`src/rtl/lab2_proc_div_pkg.sv`:
```
// Shared types and constants for the iterative integer divider.
// Holds function encodings, FSM states and datapath sizing.
package lab2_proc_div_pkg;

  localparam int unsigned NBITS = 32;
  localparam int unsigned NITER = 32;

  typedef enum logic [1:0] {
    FN_DIV  = 2'd0,
    FN_DIVU = 2'd1,
    FN_REM  = 2'd2,
    FN_REMU = 2'd3
  } div_fn_e;

  typedef enum logic [1:0] {
    ST_IDLE = 2'd0,
    ST_CALC = 2'd1,
    ST_DONE = 2'd2
  } div_state_e;

endpackage

```
`src/rtl/lab2_proc_int_div_dpath.sv`:
```
// Restoring-division datapath: operand magnitudes, one step per
// cycle, sign fix-up and divide-by-zero result selection.
import lab2_proc_div_pkg::*;

module lab2_proc_int_div_dpath (
  input  logic             clk,
  input  logic             reset,
  input  logic             load,
  input  logic             step,
  input  logic             done,
  input  logic [1:0]       fn,
  input  logic [NBITS-1:0] a,
  input  logic [NBITS-1:0] b,
  output logic [NBITS-1:0] resp_msg
);

  div_fn_e          fn_in;
  div_fn_e          fn_q;
  logic             is_signed;
  logic [NBITS-1:0] abs_a;
  logic [NBITS-1:0] abs_b;

  logic [NBITS-1:0] rem_q;
  logic [NBITS-1:0] quo_q;
  logic [NBITS-1:0] dvs_q;
  logic [NBITS-1:0] a_q;
  logic             neg_q_q;
  logic             neg_r_q;
  logic             bz_q;

  logic [NBITS:0]   shifted;
  logic [NBITS:0]   diff;
  logic             ge;

  assign fn_in     = div_fn_e'(fn);
  assign is_signed = (fn_in == FN_DIV) || (fn_in == FN_REM);
  assign abs_a     = (is_signed && a[NBITS-1]) ? -a : a;
  assign abs_b     = (is_signed && b[NBITS-1]) ? -b : b;

  // Partial remainder is always below the divisor, so the
  // borrow out of the 33-bit subtract decides the quotient bit.
  assign shifted = {rem_q, quo_q[NBITS-1]};
  assign diff    = shifted - {1'b0, dvs_q};
  assign ge      = ~diff[NBITS];

  always_ff @(posedge clk or posedge reset) begin
    if (reset) begin
      rem_q   <= '0;
      quo_q   <= '0;
      dvs_q   <= '0;
      a_q     <= '0;
      fn_q    <= FN_DIV;
      neg_q_q <= 1'b0;
      neg_r_q <= 1'b0;
      bz_q    <= 1'b0;
    end else if (load) begin
      rem_q   <= '0;
      quo_q   <= abs_a;
      dvs_q   <= abs_b;
      a_q     <= a;
      fn_q    <= fn_in;
      neg_q_q <= is_signed && (a[NBITS-1] ^ b[NBITS-1]);
      neg_r_q <= is_signed && a[NBITS-1];
      bz_q    <= (b == '0);
    end else if (step) begin
      rem_q <= ge ? diff[NBITS-1:0] : shifted[NBITS-1:0];
      quo_q <= {quo_q[NBITS-2:0], ge};
    end
  end

  always_comb begin
    resp_msg = '0;
    if (done) begin
      unique case (fn_q)
        FN_DIV, FN_DIVU:
          resp_msg = bz_q    ? '1
                   : neg_q_q ? -quo_q
                   : quo_q;
        FN_REM, FN_REMU:
          resp_msg = bz_q    ? a_q
                   : neg_r_q ? -rem_q
                   : rem_q;
        default: resp_msg = '0;
      endcase
    end
  end

endmodule

```
`src/rtl/lab2_proc_int_div_unit.sv`:
```
// Iterative 32-bit divider: control FSM, step counter and
// valid/ready handshakes around the restoring datapath.
import lab2_proc_div_pkg::*;

module lab2_proc_int_div_unit #(
  parameter int p_nbits = 32
) (
  input  logic               clk,
  input  logic               reset,
  input  logic               req_val,
  output logic               req_rdy,
  input  logic [1:0]         req_fn,
  input  logic [p_nbits-1:0] req_a,
  input  logic [p_nbits-1:0] req_b,
  output logic               resp_val,
  input  logic               resp_rdy,
  output logic [p_nbits-1:0] resp_msg
);

  div_state_e state;
  logic [5:0] cnt;
  logic       load;
  logic       step;

  assign load = req_val && req_rdy;
  assign step = (state == ST_CALC);

  always_ff @(posedge clk or posedge reset) begin
    if (reset) begin
      state    <= ST_IDLE;
      cnt      <= '0;
      req_rdy  <= 1'b1;
      resp_val <= 1'b0;
    end else begin
      unique case (state)
        ST_IDLE: begin
          if (req_val) begin
            state   <= ST_CALC;
            cnt     <= 6'(NITER);
            req_rdy <= 1'b0;
          end
        end
        ST_CALC: begin
          cnt <= cnt - 6'd1;
          if (cnt == 6'd1) begin
            state    <= ST_DONE;
            resp_val <= 1'b1;
          end
        end
        ST_DONE: begin
          if (resp_rdy) begin
            state    <= ST_IDLE;
            resp_val <= 1'b0;
            req_rdy  <= 1'b1;
          end
        end
        default: begin
          state    <= ST_IDLE;
          req_rdy  <= 1'b1;
          resp_val <= 1'b0;
        end
      endcase
    end
  end

  lab2_proc_int_div_dpath u_dpath (
    .clk      (clk),
    .reset    (reset),
    .load     (load),
    .step     (step),
    .done     (resp_val),
    .fn       (req_fn),
    .a        (req_a),
    .b        (req_b),
    .resp_msg (resp_msg)
  );

endmodule
```
`config.mk`:
```
export PLATFORM = sky130hd
export DESIGN_NAME = lab2_proc_int_div_unit
export DESIGN_NICKNAME = d
export VERILOG_FILES = /design/src/rtl/lab2_proc_div_pkg.sv /design/src/rtl/lab2_proc_int_div_dpath.sv /design/src/rtl/lab2_proc_int_div_unit.sv
export SDC_FILE = /design/constraint.sdc
export NUM_CORES = 1
export LEC_CHECK = 0
export BUFFER_PORTS_ARGS = -buffer_cell sky130_fd_sc_hd__buf_2
export CORE_ASPECT_RATIO = 1.4
export CORE_UTILIZATION = 54
export CTS_CLUSTER_DIAMETER = 150
export DETAILED_ROUTE_END_ITERATION = 12
export PLACE_DENSITY = 0.74
export SYNTH_ARGS = -nofsm -noshare
export SYNTH_HDL_FRONTEND = slang
export SYNTH_SLANG_ARGS = --single-unit
```
`constraint.sdc`:
```
create_clock -name clk -period 5.01 [get_ports clk]
set_input_delay 0.2505 -clock clk [delete_from_list [all_inputs] [get_ports clk]]
set_output_delay 0.2505 -clock clk [all_outputs]
set_load 0.01 [all_outputs]
```
==> impl_metrics.tcl <==
set metrics [dict create \
    core_sq_um 20100 \
    worstReg2RegEnd "u_dpath.rem_q[4]$_DFFE_PP0P_" \
    crit_type "reg2out" \
    final.setup.tns_ns 0 \
    synth_area_sq_um 11200 \
    synth_compound_area_frac 0.241 \
    finalClockSkew_ns 0.00645 \
    rr_startpoint "u_dpath.quo_q[31]$_DFFE_PP0P_" \
    cts_tree "done" \
    pre_cts_slack_ns 1.50 \
    async_flop_share 1.00 \
    instances_no_fill 1772 \
    syn_inst 1457 \
    hold_violations 0 \
    area_delta_synth_final_pct 11.4 \
    final_cell_area_sq_um 12500 \
    io_buffers 103 \
    nFillCells 1886 \
    num_vias 11100 \
    finalPower_mw 9.98 \
    grt_max_degree 106 \
    synth_edf_count 0 \
    setup_viol 0 \
    rsz0062_at_grt "no" \
    cts_inserted_buffers 17 \
    cap_violations 0 \
    gp_congestion 0.978 \
    synth_ff_type "dfrtp_1" \
    synth-seq-cells 142 \
    rows 61 \
    worstHoldPathType "in2async" \
    syn_area_per_cell_sq_um 7.67 \
    cts_setup_buffers 0 \
    reg2reg_slack_ns 1.44 \
    synth_xor_xnor_area_share 0.111 \
    netlist_top_cells_area "dfrtp_1 (32%), nand2_1 (9.0%), o21ai_0 (6.3%)" \
    seq_area_frac_synth 0.318 \
    nets 1616 \
    start_kind "flop" \
    final_cell_mix "nand2_1 (266), dfrtp_1 (141), o21ai_0 (140), nor2_1 (104), buf_2 (103)" \
    dp_cells 1739 \
    clk_pin_slew_ns 0.06 \
    cts.sinks 142 \
    clock-root-buffer "clkbuf_16" \
    synth_top_family_by_area "compound AO/OA/AOI/OAI gates" \
    grt_pass1_vias 10400 \
    overflow 0 \
    path_common_cell "or4_1" \
    worstRegToRegCells 12 \
    worst_slew_pin_slew_ns 1.16 \
    muxShareOfSynthArea 0.00896 \
    drv_slew 0 \
    htreeDepth 4 \
    period_minus_slack_ns 3.96 \
    grt_pass1_wl_um 53700 \
    cp-end-kind "output port" \
    period_share 0.790 \
    worst_ep_arrival_time_ns 3.71 \
    path_cells "or4_1 > or4_1 > or3_1 > a21oi_1 > nand2_1 > xor2_1 > mux2i_1 > a221oi_1 > buf_2" \
    crit_required_ns 4.76 \
    ios 104 \
    antenna_found_initial 0 \
    peakVddDrop_v 0.000392 \
    wl_per_cell_um 18.9 \
    final_common_cell "nand2_1" \
    max_freq_ghz 0.253 \
    slew_headroom 0.224 \
    diodes 0 \
    syn_nets 1566 \
    die_x_um 124 \
    synthSimpleGateAreaFrac 0.226 \
    dpl_cell_area_sq_um 11800 \
    hpwlAfterDp_um 24400 \
    synth_top_cell_area_share 0.316 \
    synth_top_area_cell "dfrtp_1" \
    finalWorstSetupSlack_ns 1.05 \
    critPathMaxStageDelay_ns 0.61 \
    drive_above_1_share 0.119 \
    power_density_nw_per_um2 802 \
    drc 0 \
    via_per_inst 6.25 \
    die_area_sq_um 21300 \
    cts_buffer_depth 2 \
    ant_nets 0 \
    drt_first_iter_violations 1224 \
    grt_usage 0.329 \
    ctsResizeCount 0 \
    clock_latency_ns 0.44 \
    slowest_stage "or4_1" \
    totalWireLength_um 33600 \
    ys_types 65 \
    leakage_nw 5.42 \
    drt-pass1-iter-count 6 \
    crit_fanout 8 \
    start_util 0.557 \
    synthAdderAreaFrac 0.0443 \
    status "finished clean" \
    die_y_um 172 \
    ys_warn_count 0 \
]
## through the flow
stage | utilization | hold slack [ns]
floorplan | - | 0.346
global placement | 0.589 | 0.451
detailed placement | 0.589 | 0.455
CTS | 0.620 | 0.0397
global route | 0.620 | 0.0627
finish | 0.620 | 0.0386
## sequential cells by signal, summed over array words and instances (netlist names), 2 cells and up
name and count:
cnt 6, u_dpath.quo_q 32, u_dpath.rem_q 32, u_dpath.dvs_q 32, state 2, u_dpath.a_q 32
## critical path, delay by kind of cell (launching register included)
kind,cells,cell delay [ns]
xor gates and xnor gates,1,0.19
muxes,1,0.10
buffers and inverters,1,0.21
DFF,1,0.48
AOI/OAI and AO/OA,2,0.66
and+or+nand+nor,4,1.62
## area by class of cell
| type | instances | area, sq um | area share |
|---|---|---|---|
| clock buffers | 21 | 470 | 0.0378 |
| clock inverters | 11 | 139 | 0.0112 |
| inverters | 60 | 230 | 0.0185 |
| multi-input cells | 1164 | 7080 | 0.569 |
| flip-flops and latches | 142 | 3550 | 0.285 |
| well taps | 252 | 315 | 0.0253 |
| repair buffers | 122 | 661 | 0.0531 |
## worst max path at each step
stage / startpoint / to
after floorplan: reset / cnt[0]$_DFFE_PP0P_
after global placement: u_dpath.rem_q[6]$_DFFE_PP0P_ / u_dpath.rem_q[18]$_DFFE_PP0P_
after detailed placement: u_dpath.rem_q[6]$_DFFE_PP0P_ / u_dpath.rem_q[18]$_DFFE_PP0P_
after CTS: u_dpath.rem_q[15]$_DFFE_PP0P_ / resp_msg[30]
after global routing: u_dpath.rem_q[15]$_DFFE_PP0P_ / resp_msg[30]
final: u_dpath.rem_q[15]$_DFFE_PP0P_ / resp_msg[30]
## cell families (layout without fill, tap and decap cells)
| logic type | Yosys count | count (layout) |
|---|---|---|
| AND/OR/NAND/NOR | 554 | 554 |
| buffers and inverters | 151 | 214 |
| AO/OA/AOI/OAI | 420 | 420 |
| flip-flops | 142 | 142 |
| multiplexers | 10 | 10 |
| adder cells (fa/ha/maj) | 39 | 39 |
| XOR/XNOR | 141 | 141 |
## repair_timing
action / CTS / global route
endpoints found under the hold margin: 1 / 0
hold buffers: 1 / 0
endpoints found under the setup margin: 0 / 0
## synth_stat cells (2+ instances only)
library cell and n:
nand2_1 268, dfrtp_1 141, o21ai_0 141, nor2_1 104, xor2_1 80, clkbuf_1 79, a21oi_1 72, xnor2_1 61
inv_1 60, ha_1 38, nor3_1 38, a211oi_1 36, a31oi_1 36, nor4_1 35, o31ai_1 32, nand3_1 21
o211ai_1 16, o41ai_1 15, or3_1 15, or4_1 15, a221oi_1 13, a21o_1 12, nand4_1 11, mux2i_1 10
and3_1 9, buf_1 9, nor2b_1 8, nand2b_1 7, nand3b_1 6, o21bai_1 6, o221a_2 6, a31o_2 4
or2_2 4, a21boi_0 3, a311o_1 3, buf_2 3, nor3b_1 3, o31a_1 3, a22oi_1 2, o2111ai_1 2
o211a_1 2, o22ai_1 2, o311ai_0 2, or3_4 2, or4_4 2
## power by group
| part | leakage [nW] | internal, mW | switching, mW |
|---|---|---|---|
| Combinational | 3.38 | 2.41 | 3.79 |
| Sequential | 1.74 | 1.73 | 0.718 |
| Clock | 0.299 | 0.818 | 0.517 |
## layer usage
metal / global-route usage / wire length (um)
met3: 0.0478 / 1800
met2: 0.568 / 16800
met5: 0 / 0
met1: 0.385 / 13300
met4: 0.184 / 1720
(Power assumes the default switching activity.)
